===== src/rtl/conv_window_buffer_strided_if.sv =====
// Pixel-in / window-out handshake bundle for conv_window_buffer_strided.
// slave is the block's view; master is the upstream/downstream side.
interface conv_window_buffer_strided_if #(
  parameter int N           = 3,
  parameter int BitSize     = 8,
  parameter int NumChannels = 1
);
  logic                               in_valid;
  logic                               in_ready;
  logic [NumChannels*BitSize-1:0]     in_data;
  logic                               out_valid;
  logic                               out_ready;
  logic [NumChannels*N*N*BitSize-1:0] out_data;
  logic                               out_last;
  logic                               out_done;

  modport master (
    output in_valid, in_data, out_ready,
    input  in_ready, out_valid, out_data, out_last, out_done
  );

  modport slave (
    input  in_valid, in_data, out_ready,
    output in_ready, out_valid, out_data, out_last, out_done
  );
endinterface


===== src/rtl/conv_window_buffer_strided.sv =====
// Streaming NxN "same"-padded window generator with stride and valid/ready on both sides.
// One shift stream per channel lane; a single FSM sequences fill, stream, flush and re-arm.
module conv_window_buffer_strided_lane #(
  parameter int N          = 3,
  parameter int BitSize    = 8,
  parameter int ImageWidth = 8
) (
  input  logic                   clk,
  input  logic                   res,
  input  logic                   shift_i,
  input  logic [BitSize-1:0]     sample_i,
  input  logic [N*N-1:0]         mask_i,
  output logic [N*N*BitSize-1:0] win_o
);
  localparam int L = (N-1)*ImageWidth + N;

  // strm is the stream as it looks after the incoming sample is shifted in
  logic [L-1:0][BitSize-1:0] strm;

  if (L > 1) begin : g_sr
    logic [L-2:0][BitSize-1:0] sr_q;
    always_ff @(posedge clk) begin
      if (res)          sr_q <= '0;
      else if (shift_i) sr_q <= strm[L-2:0];
    end
    assign strm = {sr_q, sample_i};
  end else begin : g_nosr
    assign strm = sample_i;
  end

  for (genvar i = 0; i < N; i++) begin : g_r
    for (genvar j = 0; j < N; j++) begin : g_c
      assign win_o[(i*N+j)*BitSize +: BitSize] =
        mask_i[i*N+j] ? strm[(N-1-i)*ImageWidth + (N-1-j)] : '0;
    end
  end
endmodule

module conv_window_buffer_strided #(
  parameter int N           = 3,
  parameter int BitSize     = 8,
  parameter int ImageWidth  = 8,
  parameter int ImageHeight = 8,
  parameter int NumChannels = 1,
  parameter int Stride      = 1
) (
  input  logic                        clk,
  input  logic                        res,
  conv_window_buffer_strided_if.slave bus
);
  localparam int P     = (N-1)/2;
  localparam int CW    = (ImageWidth  > 1) ? $clog2(ImageWidth)  : 1;
  localparam int RW    = (ImageHeight > 1) ? $clog2(ImageHeight) : 1;
  localparam int SW    = (Stride      > 1) ? $clog2(Stride)      : 1;
  localparam int LastR = ((ImageHeight-1)/Stride)*Stride;
  localparam int LastC = ((ImageWidth-1)/Stride)*Stride;
  localparam int WinW  = N*N*BitSize;

  typedef enum logic [1:0] {FILL, STREAM, FLUSH, DONE} state_e;

  state_e                           state_q;
  logic [RW-1:0]                    in_r_q, ctr_r_q;
  logic [CW-1:0]                    in_c_q, ctr_c_q;
  logic [SW-1:0]                    ph_r_q, ph_c_q;
  logic                             out_valid_q, out_last_q, out_done_q, last_seen_q;
  logic [NumChannels-1:0][WinW-1:0] out_data_q, win_d;
  logic [N*N-1:0]                   mask_d;
  logic [NumChannels*BitSize-1:0]   sample_d;
  logic adv, in_rdy, acc, shift, flush_step, step, past_fill, emit;
  logic in_end, ctr_end, ctr_last, last_acc;

  assign adv        = !out_valid_q || bus.out_ready;
  assign in_rdy     = !res && (state_q == FILL || state_q == STREAM) && adv;
  assign acc        = bus.in_valid && in_rdy;
  assign flush_step = (state_q == FLUSH) && adv;
  assign shift      = acc || flush_step;
  // once the stream is P rows + P columns deep every new sample completes a centre
  assign past_fill  = (int'(in_r_q) > P) || (int'(in_r_q) == P && int'(in_c_q) >= P);
  assign step       = (acc && past_fill) || flush_step;
  assign emit       = step && (ph_r_q == '0) && (ph_c_q == '0);
  assign in_end     = (in_r_q == RW'(ImageHeight-1)) && (in_c_q == CW'(ImageWidth-1));
  assign ctr_end    = (ctr_r_q == RW'(ImageHeight-1)) && (ctr_c_q == CW'(ImageWidth-1));
  assign ctr_last   = (int'(ctr_r_q) == LastR) && (int'(ctr_c_q) == LastC);
  assign last_acc   = out_valid_q && out_last_q && bus.out_ready;
  assign sample_d   = (state_q == FLUSH) ? '0 : bus.in_data;

  // Padding mask for the current centre; also hides samples wrapped in from a neighbouring row.
  always_comb begin
    mask_d = '0;
    for (int i = 0; i < N; i++) begin
      for (int j = 0; j < N; j++) begin
        mask_d[i*N+j] = (int'(ctr_r_q) + i >= P) && (int'(ctr_r_q) + i < ImageHeight + P) &&
                        (int'(ctr_c_q) + j >= P) && (int'(ctr_c_q) + j < ImageWidth + P);
      end
    end
  end

  for (genvar ch = 0; ch < NumChannels; ch++) begin : g_lane
    conv_window_buffer_strided_lane #(
      .N(N), .BitSize(BitSize), .ImageWidth(ImageWidth)
    ) u_lane (
      .clk      (clk),
      .res      (res),
      .shift_i  (shift),
      .sample_i (sample_d[ch*BitSize +: BitSize]),
      .mask_i   (mask_d),
      .win_o    (win_d[ch])
    );
  end

  always_ff @(posedge clk) begin
    if (res) begin
      state_q     <= FILL;
      in_r_q      <= '0;
      in_c_q      <= '0;
      ctr_r_q     <= '0;
      ctr_c_q     <= '0;
      ph_r_q      <= '0;
      ph_c_q      <= '0;
      out_valid_q <= 1'b0;
      out_last_q  <= 1'b0;
      out_done_q  <= 1'b0;
      last_seen_q <= 1'b0;
      out_data_q  <= '0;
    end else begin
      out_done_q <= 1'b0;
      if (adv) begin
        out_valid_q <= emit;
        out_last_q  <= emit && ctr_last;
        if (emit) out_data_q <= win_d;
      end
      // with stride the last emitted window can be accepted before DONE is reached
      if (last_acc) last_seen_q <= 1'b1;
      if (acc) begin
        if (in_c_q == CW'(ImageWidth-1)) begin
          in_c_q <= '0;
          in_r_q <= (in_r_q == RW'(ImageHeight-1)) ? '0 : in_r_q + 1'b1;
        end else begin
          in_c_q <= in_c_q + 1'b1;
        end
      end
      if (step) begin
        if (ctr_c_q == CW'(ImageWidth-1)) begin
          ctr_c_q <= '0;
          ph_c_q  <= '0;
          if (ctr_r_q == RW'(ImageHeight-1)) begin
            ctr_r_q <= '0;
            ph_r_q  <= '0;
          end else begin
            ctr_r_q <= ctr_r_q + 1'b1;
            ph_r_q  <= (ph_r_q == SW'(Stride-1)) ? '0 : ph_r_q + 1'b1;
          end
        end else begin
          ctr_c_q <= ctr_c_q + 1'b1;
          ph_c_q  <= (ph_c_q == SW'(Stride-1)) ? '0 : ph_c_q + 1'b1;
        end
      end
      unique case (state_q)
        FILL:   if (P == 0 || (acc && int'(in_r_q) == P && int'(in_c_q) == P-1)) state_q <= STREAM;
        STREAM: ;
        FLUSH:  if (flush_step && ctr_end) state_q <= DONE;
        DONE: begin
          if (last_seen_q || last_acc) begin
            out_done_q  <= 1'b1;
            last_seen_q <= 1'b0;
            state_q     <= FILL;
            in_r_q      <= '0;
            in_c_q      <= '0;
            ctr_r_q     <= '0;
            ctr_c_q     <= '0;
            ph_r_q      <= '0;
            ph_c_q      <= '0;
          end
        end
        default: state_q <= FILL;
      endcase
      if (acc && in_end) state_q <= (P == 0) ? DONE : FLUSH;
    end
  end

  assign bus.in_ready  = in_rdy;
  assign bus.out_valid = out_valid_q;
  assign bus.out_last  = out_last_q;
  assign bus.out_done  = out_done_q;
  assign bus.out_data  = out_data_q;
endmodule


===== src/flat_wrapper.sv =====
// flat-port wrapper written by rule: the top's interface ports become plain ports
module conv_window_buffer_strided_flat 
#(
  parameter int N           = 3,
  parameter int BitSize     = 8,
  parameter int ImageWidth  = 8,
  parameter int ImageHeight = 8,
  parameter int NumChannels = 1,
  parameter int Stride      = 1
)
  (clk, res, bus_in_valid, bus_in_data, bus_out_ready, bus_in_ready, bus_out_valid, bus_out_data, bus_out_last, bus_out_done);
  conv_window_buffer_strided_if #(.N(N), .BitSize(BitSize), .NumChannels(NumChannels)) bus_i ();
  input  logic clk;
  input  logic res;
  input wire logic [$bits(bus_i.in_valid)-1:0] bus_in_valid;
  input wire logic [$bits(bus_i.in_data)-1:0] bus_in_data;
  input wire logic [$bits(bus_i.out_ready)-1:0] bus_out_ready;
  output wire logic [$bits(bus_i.in_ready)-1:0] bus_in_ready;
  output wire logic [$bits(bus_i.out_valid)-1:0] bus_out_valid;
  output wire logic [$bits(bus_i.out_data)-1:0] bus_out_data;
  output wire logic [$bits(bus_i.out_last)-1:0] bus_out_last;
  output wire logic [$bits(bus_i.out_done)-1:0] bus_out_done;
  assign bus_i.in_valid = bus_in_valid;
  assign bus_i.in_data = bus_in_data;
  assign bus_i.out_ready = bus_out_ready;
  assign bus_in_ready = bus_i.in_ready;
  assign bus_out_valid = bus_i.out_valid;
  assign bus_out_data = bus_i.out_data;
  assign bus_out_last = bus_i.out_last;
  assign bus_out_done = bus_i.out_done;
  conv_window_buffer_strided #(.N(N), .BitSize(BitSize), .ImageWidth(ImageWidth), .ImageHeight(ImageHeight), .NumChannels(NumChannels), .Stride(Stride)) u_core (.clk(clk), .res(res), .bus(bus_i));
endmodule

===== config.mk =====
export PLATFORM = sky130hd
export DESIGN_NAME = conv_window_buffer_strided_flat
export DESIGN_NICKNAME = d
export VERILOG_FILES = /design/src/rtl/conv_window_buffer_strided_if.sv /design/src/rtl/conv_window_buffer_strided.sv /design/src/flat_wrapper.sv
export SDC_FILE = /design/constraint.sdc
export NUM_CORES = 1
export LEC_CHECK = 0
export ABC_CLOCK_PERIOD_IN_PS = 2000
export BUFFER_PORTS_ARGS = -buffer_cell sky130_fd_sc_hd__clkbuf_2
export CORE_ASPECT_RATIO = 1.25
export CORE_MARGIN = 3
export CORE_UTILIZATION = 30
export DETAILED_ROUTE_END_ITERATION = 10
export SLEW_MARGIN = 20
export SYNTH_ARGS = -nofsm -noshare
export SYNTH_HDL_FRONTEND = slang
export SYNTH_SLANG_ARGS = --single-unit

===== constraint.sdc =====
create_clock -name clk -period 2 [get_ports clk]
set_input_delay 0.4 -clock clk [delete_from_list [all_inputs] [get_ports clk]]
set_output_delay 0.4 -clock clk [all_outputs]
set_load 0.02 [all_outputs]

Word-level counts from Yosys, hierarchy flattened
Index checks and enable logic that the tools add are counted.
{"block": "classes", "n_eq_ne": 16, "addsub": 10, "muxes": 48, "reduce_logical": 56, "magnitude_cmp": 14, "bitwise_logic": 3}
{"cell": "32-bit by 2-bit greater-or-equal comparator with 1-bit output, second input constant", "n": 4}
{"cell": "32-bit by 5-bit < comparator with 1-bit output, second input constant", "n": 4}
{"cell": "8-bit two-way mux", "n": 10}
{"cell": "3-bit two-way mux", "n": 18}
{"cell": "1-bit logical AND", "n": 39}
{"cell": "1-bit two-way mux", "n": 15}
{"cell": "3-bit by 1-bit adder with 3-bit output, second input constant", "n": 4}
{"cell": "3-bit == test, second input constant", "n": 4}
{"cell": "3-bit by 1-bit greater-or-equal comparator with 1-bit output, second input constant", "n": 3}
{"cell": "3-bit by 1-bit adder with 4-bit output, second input constant", "n": 2}
{"cell": "3-bit by 2-bit adder with 4-bit output, second input constant", "n": 2}
{"cell": "3-bit by 4-bit < comparator with 1-bit output, second input constant", "n": 2}
{"cell": "2-bit two-way mux", "n": 4}
{"cell": "4-bit AND reduction", "n": 2}
{"cell": "3-bit by 1-bit == test with 1-bit output, second input constant", "n": 2}
{"cell": "1-bit logical OR", "n": 6}
{"cell": "3-bit != test, second input constant", "n": 2}
{"cell": "2-bit one-hot mux with 3 select lines", "n": 1}
{"cell": "2-bit == test, second input constant", "n": 2}
{"cell": "2-bit != test, second input constant", "n": 2}
{"cell": "4-bit nonzero test", "n": 1}
{"cell": "2-bit OR reduction", "n": 2}
{"cell": "3-bit by 2-bit == test with 1-bit output, second input constant", "n": 1}
{"cell": "3-bit by 1-bit > comparator with 1-bit output, second input constant", "n": 1}
{"cell": "10 further kinds", "n": 14}
{"block": "totals", "register_bits": 236, "out_inout_bits": 76, "word_cells": 178}

Longest topological paths before layout
{"block": "logic_depth", "ltp_word": 10, "depth_mapped": 9, "depth_no_buf": 6}

By module
A second synthesis with hierarchy kept.
{"block": "hier_totals", "cells_unflattened": 1040, "area_unflattened_um2": 10154.7}
{"mod": "conv_window_buffer_strided_lane", "area_each_um2": 5527.8, "cells_per_inst": 536, "seq_area_each_um2": 2882.8, "instances": 1}
{"mod": "conv_window_buffer_strided", "area_each_um2": 4626.9, "cells_per_inst": 504, "seq_area_each_um2": 1841.8, "instances": 1}

Worst setup path before layout
No wires, ideal clock.
{"block": "synth_timing", "kind": "register to register", "from": "register u_core.ctr_r_q[0]", "to": "register u_core.out_data_q (netlist bit u_core.bus.out_data[32])", "path_stages_with_launch": 8, "arrival_time_ns": 1.854, "required_ns": 1.928, "slack_ns": 0.075, "cell_sequence": "dfxtp_1 > ha_1 > ha_1 > nand4bb_1 > o22ai_1 > clkbuf_1 > nand3_1 > mux2i_1"}
{"block": "synth_via", "elab_chain_len": 6, "elab_cells_between_ends": 7}
{"item": "from (decl)", "line": "conv_window_buffer_strided.sv:62", "rtl": "logic [RW-1:0] in_r_q, ctr_r_q;"}
{"item": "from (signal assigned)", "line": "conv_window_buffer_strided.sv:150", "rtl": "ctr_r_q <= ctr_r_q + 1'b1;"}
{"item": "3-bit by 1-bit adder with 4-bit output (*)", "line": "conv_window_buffer_strided.sv:92", "rtl": "mask_d[i*N+j] = (int'(ctr_r_q) + i >= P) && (int'(ctr_r_q) + i < ImageHeight + P) &&"}
{"item": "32-bit by 2-bit greater-or-equal comparator with 1-bit output or 32-bit by 5-bit < comparator with 1-bit output (tied branches)", "line": "conv_window_buffer_strided.sv:92"}
{"item": "1-bit logical AND (*) (2 in a row)", "line": "conv_window_buffer_strided.sv:92"}
{"item": "1-bit logical AND (*)", "line": "conv_window_buffer_strided.sv:93", "rtl": "(int'(ctr_c_q) + j >= P) && (int'(ctr_c_q) + j < ImageWidth + P);"}
{"item": "8-bit two-way mux (*)", "line": "conv_window_buffer_strided.sv:34", "rtl": "mask_i[i*N+j] ? strm[(N-1-i)*ImageWidth + (N-1-j)] : '0;"}
{"item": "to (signal assigned)", "line": "conv_window_buffer_strided.sv:130", "rtl": "if (emit) out_data_q <= win_d;"}
{"item": "to (decl)", "line": "conv_window_buffer_strided.sv:66", "rtl": "logic [NumChannels-1:0][WinW-1:0] out_data_q, win_d;"}
Every way passes the cells marked *; elsewhere a longest branch is shown, timed or not.
A chain may end at the register's enable or synchronous reset.

Worst setup path in the final report
{"block": "layout_timing", "from": "register u_core.in_r_q[1]", "to": "register u_core.out_data_q (netlist bit u_core.bus.out_data[24])"}
{"block": "layout_via", "elab_chain_len": 8, "elab_cells_between_ends": 9}
{"item": "from (decl)", "line": "conv_window_buffer_strided.sv:62"}
{"item": "from (signal assigned)", "line": "conv_window_buffer_strided.sv:137", "rtl": "in_r_q <= (in_r_q == RW'(ImageHeight-1)) ? '0 : in_r_q + 1'b1;"}
{"item": "parallel branches: the longest is 2 deep, another holds 3-bit by 1-bit > comparator with 1-bit output"}
{"item": "1-bit logical OR (*)", "line": "conv_window_buffer_strided.sv:78", "rtl": "assign past_fill = (int'(in_r_q) > P) || (int'(in_r_q) == P && int'(in_c_q) >= P);"}
{"item": "1-bit logical AND (*)", "line": "conv_window_buffer_strided.sv:79", "rtl": "assign step = (acc && past_fill) || flush_step;"}
{"item": "1-bit logical OR (*)", "line": "conv_window_buffer_strided.sv:79"}
{"item": "1-bit logical AND (*) (2 in a row)", "line": "conv_window_buffer_strided.sv:80", "rtl": "assign emit = step && (ph_r_q == '0) && (ph_c_q == '0);"}
{"item": "2-bit AND reduction (no source line) (*)"}
Mark *: on every way between the ends.

==> flow_summary.json <==
{
  "core_um2": 32200,
  "cp_cell_sequence": "inv_2 > ha_4 > or3b_4 > o41ai_4 > o41ai_4 > buf_6 > buf_16 > mux2i_2",
  "cts_tree": "built",
  "synth_cell_types": 42,
  "grt_pass1_wl_um": 42200,
  "crit_fanout": 8,
  "post-route-period-util_pct": 98.2,
  "status": "finished, final reports clean",
  "crit_family": "compound AO/OA/AOI/OAI gates",
  "critPathLaunchType": "flip-flop",
  "ys_ff_latch": 236,
  "min_from": "bus_in_data[6]",
  "root_buffer": "clkbuf_16",
  "clk_latency_ps": 530,
  "async_flop_share_pct": 0,
  "holdWs_ps": 139,
  "synth-seq-area-share_pct": 47.9,
  "boundaryPins": 88,
  "fp.dieH_um": 209,
  "rsz0062_at_grt": "yes",
  "h-tree-depth": 1,
  "cap_violations": 0,
  "yosys_warnings": 0,
  "hp-class": "in2reg",
  "drtIter0Drc": 747,
  "drc": 0,
  "cts.path.max_buffers": 3,
  "worst_pin_slew_ps": 573,
  "syn_inst": 1127,
  "cts.clk_slew.worst_paths_ps": 60,
  "synth_area_leaders": "dfxtp_1 (48%), nand3_1 (11%), mux2i_1 (8.0%)",
  "synthesis.nets": 1162,
  "grt_max_degree": 137,
  "grt_usage_pct": 14.2,
  "fin_nets": 1221,
  "clock_sinks": 236,
  "slew_headroom_pct": 61.8,
  "timing.critical_path.slowest_stage_cell": "or3b_4",
  "antenna_found_initial": 0,
  "routed_wl_um": 26000,
  "place_congestion": 0.775,
  "crit_path_max_incr_delay_ps": 400,
  "vdd_drop_max_mv": 0.683,
  "worst_path_most_repeated_cell": "o41ai_4",
  "leakagePower_nw": 4.02,
  "crit_type": "reg2reg",
  "grt_pass1_vias": 7763,
  "cts_made_buffers": 25,
  "setup_viol": 0,
  "slew_viol_final": 0,
  "syn_to_final_growth_pct": 20.9,
  "postCtsHoldBufs": 0,
  "antenna_cells": 0,
  "drive_above_1_share_pct": 16.5,
  "syn_area_per_cell_um2": 8.75,
  "skew_ps": 13.8,
  "cp.arrival_ps": 2370,
  "synth_edf_count": 0,
  "hold_viol_final": 0,
  "max_clock_freq_mhz": 509,
  "synth_top_flop_cell": "dfxtp_1",
  "num_vias": 8199,
  "period_minus_slack_ps": 1960,
  "first_pass_iters": 5,
  "setup.worst_path.start": "u_core.in_r_q[1]",
  "initial_core_util_pct": 30.7,
  "synth_top_area_share_pct": 47.9,
  "die_x_um": 168,
  "wl_per_cell_um": 16.1,
  "dp_hpwl_um": 14900,
  "totalPowerFinal_mw": 9.55,
  "end_kind": "flip-flop",
  "row_count": 73,
  "r2r_start": "u_core.in_r_q[1]",
  "grt_remaining_overflow": 0,
  "vias_per_cell": 5.08,
  "die-area_um2": 35100,
  "crit_buf_inv": 3,
  "drtAntennaViolNets": 0,
  "portBuffers": 87,
  "powerDensity_nw_per_um2": 801,
  "synth_top_cell_by_area": "dfxtp_1",
  "cp.required_ps": 2410,
  "synth_area_um2": 9860
}
## report_power, final
| part | total, mW | switching, mW | internal (mW) |
|---|---|---|---|
| Clock | 4.49 | 1.89 | 2.60 |
| Sequential | 4.72 | 0.0102 | 4.71 |
| Combinational | 0.330 | 0.225 | 0.105 |
| Total | 9.55 | 2.13 | 7.42 |
## registers in the layout, indices dropped and copies added (netlist names), 2 cells and up
signal / flops
u_core.bus.out_data: 72
u_core.state_q: 2
u_core.ctr_c_q: 3
u_core.in_c_q: 3
u_core.g_lane.u_lane.g_sr.sr_q: 144
u_core.in_r_q: 3
u_core.ctr_r_q: 3
## routing by layer
layer | up-vias | GRT usage (%) | wire [µm]
li1 | 4097 | - | -
met1 | 3864 | 19.9 | 11900
met2 | 200 | 22.4 | 12100
met3 | 38 | 2.54 | 1380
met4 | 0 | 3.75 | 577
met5 | - | 0 | 0
## worst reg2reg max path: stages, from the launching register on
cell	delay (ps)
dfxtp_2	320
inv_2	60
ha_4	120
or3b_4	400
o41ai_4	310
o41ai_4	130
buf_6	190
buf_16	170
mux2i_2	160
## synth_stat cells (4+ instances only)
cell and n:
a21oi_1 153, o21ai_1 102, o21ai_0 34, and3_1 4
nor2b_1 4, a221oi_1 4, nand2_1 49, nand2b_1 79
buf_1 10, buf_2 14, or3_1 4, inv_1 11
mux2i_1 79, ha_1 23, nand3_1 207, dfxtp_1 236
buf_6 8, clkbuf_1 71, nor2_1 5
## kinds of logic after synthesis
group	count (synthesis)	share of synthesized area, %
AND/OR/NAND/NOR	363	19.2
flip-flops	236	47.9
AO/OA/AOI/OAI	309	16.6
multiplexers	79	8.02
buffers and inverters	117	5.35
adder cells (fa/ha/maj)	23	2.92
## final timing paths
check / to / slack [ps] / cells past startpoint
hold / removal: u_core.bus.out_data[70] / 140 / 3
setup reg to reg: u_core.bus.out_data[24] / 40 / 8
hold reg to reg: u_core.g_lane[0].u_lane.g_sr.sr_q[87] / 460 / 2
setup / recovery: u_core.bus.out_data[24] / 40 / 8
## timing repair
action | in CTS | in global routing
endpoints found under the setup margin | 59 | 68
cloned | 6 | 0
pin swaps | 2 | 3
endpoints found under the hold margin | 0 | 0
resized for setup | 16 | 8
setup buffers | 7 | 0
## cells in the final DEF, fill, tap and decap left out, types with 2 or more instances in the layout
cell,n
dfxtp_1,231
nand3_1,207
a21oi_1,153
o21ai_1,102
clkbuf_2,86
nand2b_1,79
mux2i_1,77
nand2_1,48
o21ai_0,34
buf_4,28
clkbuf_16,25
ha_1,22
buf_12,14
inv_1,10
buf_16,7
clkbuf_8,5
clkbuf_1,5
dfxtp_2,5
nor2b_1,4
nor2_1,4
or3_1,4
a31oi_1,3
and3_1,3
clkinv_2,3
buf_6,3
nor3_1,2
a221oi_2,2
o41ai_4,2
mux2i_2,2
a221oi_1,2
nand3b_1,2
clkinvlp_4,2
## layout make-up
cell class / count / area [µm²]
multi-input cells: 774 / 4700
fillers: 3314 / 20200
clock inverters: 7 / 68.8
inverters: 11 / 41.3
well taps: 412 / 515
flip-flops and latches: 236 / 4730
clock buffers: 35 / 713
repair buffers: 138 / 1150
## per-stage QoR
step	setup TNS, ps	instances	worst slack, ps	area [µm²]	util, %
detailed placement	-1520	1559	-53.9	10900	33.8
global placement	0	1559	0.283	10900	33.8
floorplan	0	1127	74.8	9860	-
CTS	-111	1613	-16.8	11900	37.0
global route	-20.0	1613	-13.0	11900	37.1
finish	0	1613	35.3	11900	37.1
Note: power is estimated with default switching activity, not from simulation.
